<file path="src/rtl/dac_wavegen.sv">
// Phase-accumulator waveform source (saw/triangle/square/DC) with an AXI-Stream master output.
// Define WAVEGEN_AMPLITUDE_EN to add a latched gain input and a registered scaling stage.
module dac_wavegen #(
  parameter int PHASE_W  = 32,
  parameter int SAMPLE_W = 16
) (
  input  logic                mclk,
  input  logic                rst,
  input  logic                en,
  input  logic                cfg_load,
  input  logic                cfg_phase_clr,
  input  logic [PHASE_W-1:0]  phase_step,
  input  logic [1:0]          wave_sel,
  input  logic [SAMPLE_W-1:0] dc_level,
`ifdef WAVEGEN_AMPLITUDE_EN
  input  logic [7:0]          gain,
`endif
  output logic                m_axis_valid,
  input  logic                m_axis_ready,
  output logic [SAMPLE_W-1:0] m_axis_data,
  output logic [31:0]         sample_cnt
);

  typedef enum logic [1:0] {S_IDLE, S_CALC, S_MUL, S_VALID} state_t;

`ifdef WAVEGEN_AMPLITUDE_EN
  localparam state_t S_LAST_CALC = S_MUL;
`else
  localparam state_t S_LAST_CALC = S_CALC;
`endif

  state_t              r_state, w_state_nxt;
  logic [PHASE_W-1:0]  r_phase, r_step;
  logic [1:0]          r_wave;
  logic [SAMPLE_W-1:0] r_dc, r_data, w_p, w_raw, w_sample;
  logic [31:0]         r_cnt;
  logic                w_hs, w_data_ld;

  // state register
  always_ff @(posedge mclk or posedge rst) begin
    if (rst) r_state <= S_IDLE;
    else     r_state <= w_state_nxt;
  end

  // next-state logic
  always_comb begin
    w_state_nxt = r_state;
    case (r_state)
      S_IDLE:  if (en) w_state_nxt = S_CALC;
`ifdef WAVEGEN_AMPLITUDE_EN
      S_CALC:  w_state_nxt = S_MUL;
`else
      S_CALC:  w_state_nxt = S_VALID;
`endif
      S_MUL:   w_state_nxt = S_VALID;
      S_VALID: if (m_axis_ready) w_state_nxt = en ? S_CALC : S_IDLE;
      default: w_state_nxt = S_IDLE;
    endcase
  end

  // outputs / strobes
  always_comb begin
    m_axis_valid = 1'b0;
    w_hs         = 1'b0;
    w_data_ld    = (r_state == S_LAST_CALC);
    if (r_state == S_VALID) begin
      m_axis_valid = 1'b1;
      w_hs         = m_axis_ready;
    end
  end

  assign w_p = r_phase[PHASE_W-1 -: SAMPLE_W];

  always_comb begin
    w_raw = '0;
    case (r_wave)
      2'd0:    w_raw = w_p;
      2'd1:    w_raw = w_p[SAMPLE_W-1] ? ~{w_p[SAMPLE_W-2:0], 1'b0} : {w_p[SAMPLE_W-2:0], 1'b0};
      2'd2:    w_raw = {SAMPLE_W{w_p[SAMPLE_W-1]}};
      default: w_raw = r_dc;
    endcase
  end

  always_ff @(posedge mclk or posedge rst) begin
    if (rst) begin
      r_step <= '0;
      r_wave <= '0;
      r_dc   <= '0;
    end else if (cfg_load) begin
      r_step <= phase_step;
      r_wave <= wave_sel;
      r_dc   <= dc_level;
    end
  end

  // a phase clear wins over the increment of a coincident handshake
  always_ff @(posedge mclk or posedge rst) begin
    if (rst)                          r_phase <= '0;
    else if (cfg_load && cfg_phase_clr) r_phase <= '0;
    else if (w_hs)                    r_phase <= r_phase + r_step;
  end

  always_ff @(posedge mclk or posedge rst) begin
    if (rst)       r_cnt <= '0;
    else if (w_hs) r_cnt <= r_cnt + 32'd1;
  end

`ifdef WAVEGEN_AMPLITUDE_EN
  logic [7:0]          r_gain;
  logic [8:0]          w_gain_p1;
  logic [SAMPLE_W+8:0] w_prod;
  logic [SAMPLE_W-1:0] r_scaled;

  assign w_gain_p1 = {1'b0, r_gain} + 9'd1;
  assign w_prod    = {9'd0, w_raw} * {{SAMPLE_W{1'b0}}, w_gain_p1};

  always_ff @(posedge mclk or posedge rst) begin
    if (rst)           r_gain <= 8'hFF;
    else if (cfg_load) r_gain <= gain;
  end

  always_ff @(posedge mclk or posedge rst) begin
    if (rst)                    r_scaled <= '0;
    else if (r_state == S_CALC) r_scaled <= SAMPLE_W'(w_prod >> 8);
  end

  assign w_sample = r_scaled;
`else
  assign w_sample = w_raw;
`endif

  // data only changes while computing, so a presented sample stays put
  always_ff @(posedge mclk or posedge rst) begin
    if (rst)            r_data <= '0;
    else if (w_data_ld) r_data <= w_sample;
  end

  assign m_axis_data = r_data;
  assign sample_cnt  = r_cnt;

endmodule

</file>
<file path="config.mk">
export PLATFORM = sky130hd
export DESIGN_NAME = dac_wavegen
export DESIGN_NICKNAME = d
export VERILOG_FILES = /design/src/rtl/dac_wavegen.sv
export SDC_FILE = /design/constraint.sdc
export NUM_CORES = 1
export LEC_CHECK = 0
export CORE_UTILIZATION = 30
export DETAILED_ROUTE_END_ITERATION = 8
export SLEW_MARGIN = 5
export SYNTH_ARGS = -nofsm -noshare
export SYNTH_HDL_FRONTEND = slang
export SYNTH_SLANG_ARGS = --single-unit
</file>
<file path="constraint.sdc">
create_clock -name mclk -period 13.73 [get_ports mclk]
set_clock_uncertainty 0.15 [all_clocks]
set_input_delay 2.746 -clock mclk [delete_from_list [all_inputs] [get_ports mclk]]
set_output_delay 2.746 -clock mclk [all_outputs]
set_load 0.005 [all_outputs]
</file>
==> results list <==
- Of the total synthesized cell area, the portion taken by full adders, half adders and majority gates is 6.45%.
* Post-Syn Area per Cell: 10.0 um2
- Lkg Pwr: 3.92 nW
* Total power of the final layout: 1.66 mW
- Of the total power, the clock network draws 27.1%.
* Number of nets in the layout: 918
* CTS tree: built
- The pre-antenna-repair detailed-routing pass consisted of 4 iterations.
* Largest vdd supply drop: 77.4 uV
- Buffers & Inverters on Critical Path: 2
- After global routing, the most crowded layer is met2.
* Met1 track demand over resource: 19.0%
- The wire-length estimate of the detail-placed layout is 12.1 mm.
* Unrepaired setup endpoints after global routing: false
- Relative slew margins: 28.6%
- Dividing total power by cell area gives a power density of 180 mW/mm2.
* Total number of clock tree sinks: 132
* CTS Root Buffer Type: sky130_fd_sc_hd__clkbuf_16
* Switching power share of the total: 36.9%
* Crit share post-route: 37.1%
- Die outline width: 158 um
- Setup repair bufs after CTS: 0
- Initial antenna violation count: 0
- Syn Nets: 822
- Final core utilization: 39.0%
* Standard cell with the maximum stage delay on the critical path: sky130_fd_sc_hd__clkdlybuf4s50_1
* Fraction of final layout cells sized beyond drive strength 1: 11.7%
- Global routing used 2.98% of the available met3 tracks.
- Global placement routability congestion: 0.796
- STA classifies the critical path startpoint as an input port.
* Total number of vias: 5598
- The max-slew violation count was 0.
- Critical path data required time: 13880 ps
* Drt initial violations: 231
* Flip-flop and latch count after synthesis: 132
* Synth unique cells: 54
- Critical path arrival: 5240 ps
- Compared with the post-synthesis result, the final layout area differs by 26.6%.
* Effective utilization at floorplan: 30.8%
- Combinational share of power: 38.9%
- Once detail routing completed, the nets flagged for antenna violations numbered 0.
* Fin Hold WS: 336 ps
- Clock transition time at the flip-flop clock pins of the worst setup and hold paths: 60 ps
- Outcome: finished, final reports clean
* Io pins: 105
- Num CTS Buffers: 17
- Entering global routing, the biggest net connects 80 pins.
* Residual overflow from global routing: 0
* Path category of the worst min-delay check: reg -> reg
* Gate family responsible for the most delay along the worst path: simple AND/OR/NAND/NOR gates
- Using the TritonRoute via totals, the vias-per-cell ratio works out to 4.84.
- Port bufs: 104
* Category of the most critical setup path: in -> reg
* Clock network latency to the later pin of the worst-skew pair: 410 ps
* Total negative slack: 0 ps
- Part of the total power dissipated in sequential elements: 34.0%
- Count of max-cap constraint violations: 0
* Die outline height: 158 um
* Number of resized instances in the post-cts repair step: 0
- Number of standard-cell rows in the floorplan: 56
- Yosys printed 0 warnings.
* Crit path largest cell delay: 530 ps
- For met2 alone, demand over resource in global routing was 23.9%.
- The synthesized netlist occupies a cell area of 0.00729 mm2.
* Setup violators final: 0
* Slew @ Worst Pin: 1070 ps
- Cell internal pwr: 1.04 mW
* H-tree levels: 4
- Synthesis handed over a netlist of 729 instances.
- Final Instance Count excl. Fillers: 1157
- The final layout contains routed wiring with a total length of 17.1 mm.
- Async set-reset flop share out of synthesis: 100%
- Once placement completed, the tool counted placed cells totaling 1125.
- The number of antenna diodes in the final layout is 0.
- Multiplexer area fraction after synthesis: 8.14%
- The smallest clock period supported by the final layout is computed as 5090 ps.
* CP Cell Sequence: clkdlybuf4s50_1 -> and2_1 -> buf_4 -> nand4_1 -> nor2_1 -> and2_1 -> nand2_1 -> nor2_1 -> nand4_1 -> xnor2_1
* Achievable frequency: 197 MHz
- By area, the combinational part of the netlist is dominated by compound AO/OA/AOI/OAI gates.
* Hold Vio Cnt, Final: 0
* Post-Synth Simple-Gate Area: 13.8%
- Global routing used 14.4% of the available tracks across all layers.
- After detailed routing, the average wire length per cell comes to 14.8 um.
* Area of the die: 0.0249 mm2
* Max Buffers Root-to-Sink: 2
- After floorplanning, the core was sized to cover 0.0237 mm2.
- STA classifies the critical path endpoint as a flip-flop.
- Synthesized-area fraction occupied by ao, oa, aoi and oai cells: 15.9%
- Yosys mapped a number of flops with a built-in enable equal to 0.
- For this run, the leading register cell type out of synthesis is sky130_fd_sc_hd__dfrtp_1.
- CTS Hold Bufs: 0
* Via count of the first global-routing pass: 5413
- Summing the sequential cell areas from Yosys gives 45.3% of the chip area.
- In this run the power spent charging and discharging nets is 0.612 mW.
* Remaining DRCs: 0
- Xor/xnor share of the synthesized area: 7.81%
- Of all nets on the critical path, the largest fanout is 39.
- The first global-routing pass estimated 28.1 mm of wire.
==> placed cells by master (no fill, tap or decap), drive strengths merged, types with 2 or more instances in the layout <==
| master | Yosys | routed |
|---|---|---|
| clkinvlp | 0 | 3 |
| or2 | 2 | 2 |
| and2 | 7 | 7 |
| mux2i | 3 | 3 |
| ha | 36 | 36 |
| nand2b | 17 | 17 |
| nand2 | 69 | 69 |
| a31oi | 18 | 18 |
| o31ai | 5 | 5 |
| xor2 | 12 | 12 |
| a2111oi | 3 | 3 |
| dfrtp | 132 | 132 |
| nor3 | 8 | 8 |
| o21ai | 30 | 30 |
| mux2 | 50 | 50 |
| nand3 | 13 | 13 |
| nor2b | 4 | 4 |
| a32oi | 2 | 2 |
| or3 | 3 | 3 |
| a21o | 14 | 14 |
| nor4 | 2 | 2 |
| inv | 17 | 27 |
| a2111o | 2 | 2 |
| clkbuf | 23 | 17 |
| o21a | 8 | 8 |
| a21oi | 58 | 58 |
| nand4 | 8 | 8 |
| buf | 10 | 7 |
| nor2 | 61 | 61 |
| o21bai | 2 | 2 |
| and4 | 2 | 2 |
| and3 | 14 | 14 |
| clkdlybuf4s50 | 0 | 103 |
| xnor2 | 53 | 53 |
| o211ai | 3 | 3 |
| a211oi | 24 | 24 |
==> flip-flops by register name (all words and copies together) (netlist names) <==
register	flops
r_phase	32
r_step	32
sample_cnt	32
m_axis_data	16
r_dc	16
r_state	2
r_wave	2
==> logic make-up (layout without fill, tap and decap cells) <==
| group | after synthesis | count (layout) |
|---|---|---|
| AND/OR/NAND/NOR | 214 | 214 |
| AO/OA/AOI/OAI | 178 | 178 |
| buffers and inverters | 50 | 159 |
| XOR/XNOR | 65 | 65 |
| flip-flops | 132 | 132 |
| multiplexers | 53 | 53 |
| adder cells (fa/ha/maj) | 37 | 37 |
==> area by class of cell <==
cell class	count	area [um2]
Inverter	17	66.3
Fill cell	2395	14500
Sequential cell	132	3300
Tap cell	319	399
Multi-Input combinational cell	547	3800
Timing Repair Buffer	110	1080
Clock buffer	17	425
Clock inverter	15	156
==> stage by stage <==
stage / setup slack (ps) / instance area [um2]
after floorplan: 7310 / 7290
after global routing: 8340 / 9230
after detailed placement: 8220 / 8650
final: 8640 / 9230
after CTS: 8660 / 9230
after global placement: 8290 / 8650
==> cells in the mapped netlist (4+ instances only) <==
cell type                  instances  area (um2)
sky130_fd_sc_hd__dfrtp_1         132        3300
sky130_fd_sc_hd__nand2_1          69         259
sky130_fd_sc_hd__nor2_1           61         229
sky130_fd_sc_hd__a21oi_1          58         290
sky130_fd_sc_hd__xnor2_1          53         464
sky130_fd_sc_hd__mux2_2           50         563
sky130_fd_sc_hd__ha_1             36         450
sky130_fd_sc_hd__o21ai_0          28         140
sky130_fd_sc_hd__a211oi_1         23         173
sky130_fd_sc_hd__clkbuf_1         23        86.3
sky130_fd_sc_hd__a31oi_1          18         113
sky130_fd_sc_hd__inv_1            17        63.8
sky130_fd_sc_hd__nand2b_1         17         106
sky130_fd_sc_hd__a21o_1           14         105
sky130_fd_sc_hd__and3_1           14        87.6
sky130_fd_sc_hd__nand3_1          13        65.1
sky130_fd_sc_hd__xor2_1           12         105
sky130_fd_sc_hd__buf_1            10        37.5
sky130_fd_sc_hd__nand4_1           8        50.1
sky130_fd_sc_hd__nor3_1            8        40.0
sky130_fd_sc_hd__o21a_1            8        60.1
sky130_fd_sc_hd__and2_1            7        43.8
sky130_fd_sc_hd__nor2b_1           4        25.0
==> path summary, 6_finish.rpt <==
kind                                  endpoint            from  cells after the start  slack (ps)
worst min-delay path            sample_cnt[31]  sample_cnt[31]                      1         340
min in group asynchronous       sample_cnt[14]             rst                      2        2740
worst min register to register  sample_cnt[31]  sample_cnt[31]                      1         340
max in group asynchronous          r_phase[23]             rst                      3        9350
worst max-delay path            sample_cnt[29]    m_axis_ready                     10        8640
worst max register to register     r_phase[26]     r_phase[12]                      9       10620
==> power by group through the flow <==
stage / clock network [mW] / logic, mW / registers [mW]
floorplan: 0 / 0.478 / 0.536
global placement: 0 / 0.634 / 0.572
detailed placement: 0 / 0.646 / 0.572
CTS: 0.460 / 0.649 / 0.567
global route: 0.481 / 0.725 / 0.578
finish: 0.449 / 0.644 / 0.564
==> routing by layer <==
metal	up-vias	part of all wire (%)
met5	-	0
met4	0	0.74
met3	7	2.8
met2	81	50
met1	2718	47
li1	2792	-
==> worst reg2reg max path: stages, from the launching register on <==
cell                        delay (ps)
sky130_fd_sc_hd__dfrtp_1           410
sky130_fd_sc_hd__ha_1              370
sky130_fd_sc_hd__a21oi_1           160
sky130_fd_sc_hd__a21boi_0          110
sky130_fd_sc_hd__or4b_1            520
sky130_fd_sc_hd__o21ai_2           210
sky130_fd_sc_hd__o21a_1            320
sky130_fd_sc_hd__o21ai_1           210
sky130_fd_sc_hd__a2111oi_0         420
sky130_fd_sc_hd__a211oi_1           90
Note: power is estimated with default switching activity, not from simulation.
